--- src/rtl/fb_port_arbiter.sv ---
// Framebuffer RAM port arbiter: one display read slot per pixel period,
// remaining cycles round-robined between two writers; RGB/sync outputs aligned.
module fb_port_arbiter #(
  parameter int unsigned FB_W        = 160,
  parameter int unsigned FB_H        = 120,
  parameter int unsigned SCALE_SHIFT = 2,
  parameter int unsigned ADDR_W      = 15,
  parameter int unsigned DATA_W      = 12,
  parameter int unsigned BLANK_ONLY  = 0
) (
  input  logic                  clk,
  input  logic                  reset,
  input  logic                  p_tick,
  input  logic [9:0]            x,
  input  logic [9:0]            y,
  input  logic                  video_on,
  input  logic                  hsync_in,
  input  logic                  vsync_in,
  input  logic [1:0]            req,
  input  logic [2*ADDR_W-1:0]   wr_addr,
  input  logic [2*DATA_W-1:0]   wr_data,
  output logic [1:0]            gnt,
  output logic                  wr_err,
  output logic [ADDR_W-1:0]     mem_addr,
  output logic                  mem_we,
  output logic [DATA_W-1:0]     mem_wdata,
  input  logic [DATA_W-1:0]     mem_rdata,
  output logic [DATA_W-1:0]     vga_rgb,
  output logic                  vga_hsync,
  output logic                  vga_vsync
);

  localparam int unsigned FB_SIZE = FB_W * FB_H;

  logic [1:0]        phase;
  logic              aligned;
  logic              rd_pend;
  logic              ptr;
  logic              disp_slot;
  logic              wr_slot;
  logic              sel;
  logic              grant_any;
  logic              addr_ok;
  logic [ADDR_W-1:0] sel_addr;
  logic [DATA_W-1:0] sel_data;
  logic [ADDR_W-1:0] disp_addr;

  assign disp_addr = ADDR_W'(32'(y >> SCALE_SHIFT) * FB_W + 32'(x >> SCALE_SHIFT));
  assign sel_addr  = sel ? wr_addr[2*ADDR_W-1:ADDR_W] : wr_addr[ADDR_W-1:0];
  assign sel_data  = sel ? wr_data[2*DATA_W-1:DATA_W] : wr_data[DATA_W-1:0];
  assign addr_ok   = 32'(sel_addr) < FB_SIZE;

  // Slot decode and port mux; display read only once phase is aligned to p_tick
  always_comb begin
    disp_slot = 1'b0;
    wr_slot   = 1'b0;
    sel       = ptr;
    grant_any = 1'b0;
    gnt       = 2'b00;
    mem_addr  = '0;
    mem_we    = 1'b0;
    mem_wdata = '0;
    if (!reset) begin
      disp_slot = aligned && (phase == 2'd1) && video_on;
      wr_slot   = !disp_slot && ((BLANK_ONLY == 0) || !video_on);
    end
    case (req)
      2'b01:   sel = 1'b0;
      2'b10:   sel = 1'b1;
      default: sel = ptr;
    endcase
    if (disp_slot) begin
      mem_addr = disp_addr;
    end else if (wr_slot && (req != 2'b00)) begin
      grant_any = 1'b1;
      gnt       = 2'b01 << sel;
      mem_addr  = sel_addr;
      mem_wdata = sel_data;
      mem_we    = addr_ok;
    end
  end

  always_ff @(posedge clk) begin
    if (reset) begin
      phase     <= 2'd0;
      aligned   <= 1'b0;
      rd_pend   <= 1'b0;
      ptr       <= 1'b0;
      wr_err    <= 1'b0;
      vga_rgb   <= '0;
      vga_hsync <= 1'b0;
      vga_vsync <= 1'b0;
    end else begin
      phase  <= p_tick ? 2'd1 : phase + 2'd1;
      wr_err <= grant_any && !addr_ok;
      if (p_tick) aligned <= 1'b1;
      if (grant_any) ptr <= ~sel;
      // Read data returns in phase 2; capture RGB and syncs together
      if (disp_slot) begin
        rd_pend <= 1'b1;
      end else if (aligned && (phase == 2'd2)) begin
        vga_rgb   <= rd_pend ? mem_rdata : '0;
        vga_hsync <= hsync_in;
        vga_vsync <= vsync_in;
        rd_pend   <= 1'b0;
      end
    end
  end

endmodule

--- config.mk ---
export PLATFORM = sky130hd
export DESIGN_NAME = fb_port_arbiter
export DESIGN_NICKNAME = d
export VERILOG_FILES = /design/src/rtl/fb_port_arbiter.sv
export SDC_FILE = /design/constraint.sdc
export NUM_CORES = 1
export LEC_CHECK = 0
export ABC_CLOCK_PERIOD_IN_PS = 1800
export BUFFER_PORTS_ARGS = -buffer_cell sky130_fd_sc_hd__buf_2
export CAP_MARGIN = 5
export CORE_UTILIZATION = 37
export DETAILED_ROUTE_END_ITERATION = 10
export PLACE_DENSITY = 0.78
export SKIP_LAST_GASP = 1
export SLEW_MARGIN = 20
export SYNTH_ARGS = -nofsm -noshare
export SYNTH_HDL_FRONTEND = slang
export SYNTH_SLANG_ARGS = --single-unit
--- constraint.sdc ---
create_clock -name clk -period 1.8 [get_ports clk]
set_input_delay 0.09 -clock clk [delete_from_list [all_inputs] [get_ports clk]]
set_output_delay 0.09 -clock clk [all_outputs]
set_load 0.05 [all_outputs]
==> metrics list <==
- The filler cells instantiated in the layout total 292.
- In this run the number of H-tree levels came out at 1.
- Via count of the first global-routing pass: 2,590
- The startpoint identified for the worst register-to-register timing path is ptr.
- The flow ran to the end, but the final reports show violations.
- Setup repair after global routing could not meet its margin everywhere.
- The signal on the critical path passes through buf_8 -> ha_4 -> ha_4 -> inv_2 -> fa_2 -> xnor2_2 -> nand2b_4 -> nor2_2 -> nand3_2 -> xor2_2 -> o22ai_4 -> buf_6.
- Type of the worst setup path: in -> out
- The min-delay analysis places its worst path in the category in -> reg.
- After detailed placement, the total cell area comes to 3207 µm².
- Entering global routing, the biggest net connects 18 pins.
* Reg-to-Reg End: wr_err
- Register bit total from synthesis: 20
- The critical path starts at y[5].
- Final WL: 8235 µm
- After Yosys synthesis, and, or, nand and nor cells account for 25.25% of the synthesized area.
- Minimum clock period: 2.280 ns
- Vias per Instance: 5.260
* Antenna violations before repair: 0
* Final Instance Area: 3796 µm²
- Mux share of post-synthesis cell area: 8.937%
* Area of the multi-input gates: 1943 µm²
* Sort of element at the end of the critical path: primary output
- Initial core utilization: 38.87%
- Power spread over the standard cell area amounts to 610.9 nW/µm².
- In this run the biggest area consumer among cell types represents 21.67% of the synthesized area.
* Setup TNS: -2.035 ns
- The most critical setup path has its endpoint at mem_addr[13].
* Depth of the worst register-to-register path: 7
* Number of nets produced by synthesis: 372
- Xor and xnor fraction of the mapped netlist area: 4.739%
* TritonCTS buffer count: 3
- GRT Resource Usage Total: 28.47%
- Leading area contributor after synthesis: dfxtp_1
* Number of distinct standard cells referenced by the synthesized netlist: 38
- Inserted Diodes: 0
- The clock reaches the later pin of the worst-skew pair after 0.26 ns.
- For this run, the post-layout net count is 546.
- The wire-length estimate of the detail-placed layout is 5300 µm.
* Share of final-layout standard cells stronger than drive strength 1: 63.95%
* Final Max Slew Viols: 0
* Post-route clock skew: 0.002930 ns
- Cell at the slowest stage of the critical path: fa_2
- Final worst hold slack: 0.01372 ns
* Share of the synthesized area in compound gates (AO/OA/AOI/OAI): 18.48%
- In the final routed layout, each cell accounts on average for 16.57 µm.
- Highest clock frequency the design can meet: 438.7 MHz
- Average instance area after synthesis: 7.191 µm²
- Top cell family by delay on the critical path: adder cells
- Maximum Capacitance Violations: 0
- The tree built by TritonCTS fans out to 20 sinks.
- Library cell appearing most often on the critical path: ha_4
- The die covers 5281 µm².
* Clock Pin Slew Worst Setup and Hold Paths: 0.07 ns
- Critical path peak fanout: 2
* Worst vdd rail ir drop: 441.6 µV
- Clock tree synthesis selected as its root buffer the cell clkbuf_8.
* Dominant combinational cell family by area after synthesis: simple AND/OR/NAND/NOR gates
- Setup slack on the critical path of the routed design comes to -0.4796 ns.
- Portion of the clock cycle consumed by the worst path in the final layout: 126.6%
- Counting both buffers and inverters, the worst setup path holds a total of 3.
- DIE WIDTH: 72.67 µm
- After Yosys synthesis, full adders, half adders and majority gates account for 15.03% of the synthesized area.
- Summing every instance area after synthesis gives 1848 µm².
- Rows: 25
* Drc violations: 0
- Detailed routing inserted a total of 2,614 vias.
- Detailed router's first-iteration violation count: 66
- The worst pin sits at a relative slew slack of 65.53%.
- The detail route stage leaves a number of antenna-violating nets equal to 0.
- Pin slew with the least headroom to its limit: 0.5157 ns
- The floorplan step set the die height to 72.67 µm.
- Area of the placeable core: 4755 µm²
- Arrival time of the worst setup path: 2.19 ns
* Num ports: 139
* Syn-to-layout area delta: 105.4%
- Gpl congestion: 0.8248
* Static leakage: 1.732 nW
* Cell types occupying the most area after synthesis: dfxtp_1 22%, ha_1 13%, nand2_1 11%
- The total overflow left after global routing is 0.
- Across all register-to-register paths, the minimum setup slack is 0.18 ns.
* First-pass detailed-route iteration total: 4
- Buffer depth of the longest clock path: 2
- Global-route wire length before repair: 11,450 µm
- Final hold violation count: 0
- Input and output buffers added on the ports amount to 134.
* Max stage delay on crit path: 0.38 ns
* CTS tree: built
- Across the whole layout, storage elements account for 406.6 µm².
- Setup violations remaining at the end of the flow were counted as 7.
* Violations in the final reports: negative setup slack
- Type of element launching the critical path: input pin
- The share of the Yosys chip area taken by registers is 21.67%.
* Data required time at the worst endpoint: 1.71 ns
- Number of cells produced by synthesis: 257
- Count of cell instances traversed by the critical path: 12
- During synthesis, Yosys emitted a total of 0 warnings.
==> per-stage QoR <==
stage	std cells	setup WS, ns	power [mW]	utilization, %
2_1_floorplan	257	-0.3714	1.187	-
3_3_place_gp	489	-0.5979	1.545	67.45
3_5_place_dp	489	-0.6956	1.574	67.45
4_1_cts	496	-0.3986	2.211	76.05
5_1_grt	497	-0.5132	2.411	79.84
6_report	497	-0.4796	2.319	79.84
==> cell usage after synthesis <==
cell type	number
a211o_1	1
or4b_4	1
nor2_1	20
mux2_4	1
nand2b_1	1
o2111ai_2	1
mux2i_1	15
or2_2	3
ha_1	19
xnor2_1	6
o21ai_0	8
buf_1	1
xor2_1	4
o22ai_1	7
nand3b_1	1
nand2_1	56
a21oi_1	29
dfxtp_1	20
buf_6	1
fa_1	2
o311a_1	1
buf_2	3
o31ai_1	1
and2_1	1
o211ai_1	1
nand3_1	17
inv_1	13
nand4_2	1
nor3_1	1
o311ai_0	1
a21o_1	1
o21ai_1	3
a211oi_2	1
nor3b_1	1
clkbuf_1	8
a211oi_1	1
nor2b_1	3
a31oi_1	2
==> per-layer routing <==
metal,wire (µm),global-route usage (%),share of wire (%)
met1,2907,28.39,35
met2,4310,54.00,52
met3,627,7.044,7.6
met4,391,15.03,4.7
met5,0,0,0
==> registers in the layout, indices dropped and copies added, names as in the netlist <==
register	count
phase	2
vga_vsync	1
wr_err	1
rd_pend	1
vga_hsync	1
vga_rgb	12
ptr	1
aligned	1
==> worst min path at each step <==
stage / to / cells after the start / slack (ns) / startpoint
4_1_cts: phase[1] / 2 / 0.02 / p_tick
3_3_place_gp: phase[1] / 2 / 0.29 / p_tick
3_5_place_dp: phase[1] / 2 / 0.30 / p_tick
5_1_grt: phase[1] / 2 / 0.008 / p_tick
6_report: phase[1] / 2 / 0.01 / p_tick
2_1_floorplan: phase[1] / 1 / 0.17 / p_tick
==> kinds of logic after synthesis <==
family | count (synthesis)
multiplexers | 16
flip-flops | 20
adder cells (fa/ha/maj) | 21
AND/OR/NAND/NOR | 106
XOR/XNOR | 10
buffers and inverters | 26
AO/OA/AOI/OAI | 58
==> cell type report <==
cell class / instances / share of cell area (%)
clock buffer: 3 / 1.088
clock inverter: 1 / 0.7910
inverter: 13 / 1.285
multi-input combinational: 212 / 51.19
sequential: 20 / 10.71
tap: 67 / 2.208
timing repair buffer: 181 / 32.73
==> what timing repair did <==
action,CTS,global route
resized for setup,80,41
pin swaps,18,7
buffers inserted,3,0
gates cloned,1,1
endpoints found under the setup margin,42,30
endpoints found under the hold margin,0,0
hold buffers,0,0
==> report_power, final <==
part           total (mW)  leakage (nW)  internal [mW]  switching, mW
combinational        1.40          1.53          0.641          0.764
clock               0.450        0.0357          0.297          0.153
sequential          0.464         0.164          0.452         0.0120
==> layout by cell type, fill, tap and decap left out, types with 2 or more instances in the layout <==
cell,count
buf_12,2
buf_6,17
buf_4,52
a21oi_1,17
inv_2,3
nand3_1,15
buf_8,4
inv_1,10
o22ai_2,3
o21ai_1,2
o21ai_2,7
mux2i_2,3
mux2i_4,5
nor2b_1,2
xor2_2,3
nand2_1,54
nor2_4,2
ha_1,8
o22ai_4,4
nor2_2,7
or2_2,2
clkbuf_8,3
buf_2,101
o21ai_4,2
ha_4,10
dfxtp_1,17
clkbuf_4,4
fa_2,2
mux2_4,2
xnor2_2,5
dfxtp_2,2
nor2_1,11
a21oi_2,9
a21oi_4,3
mux2i_1,7
No activity file was read; power rests on OpenSTA's default activity.
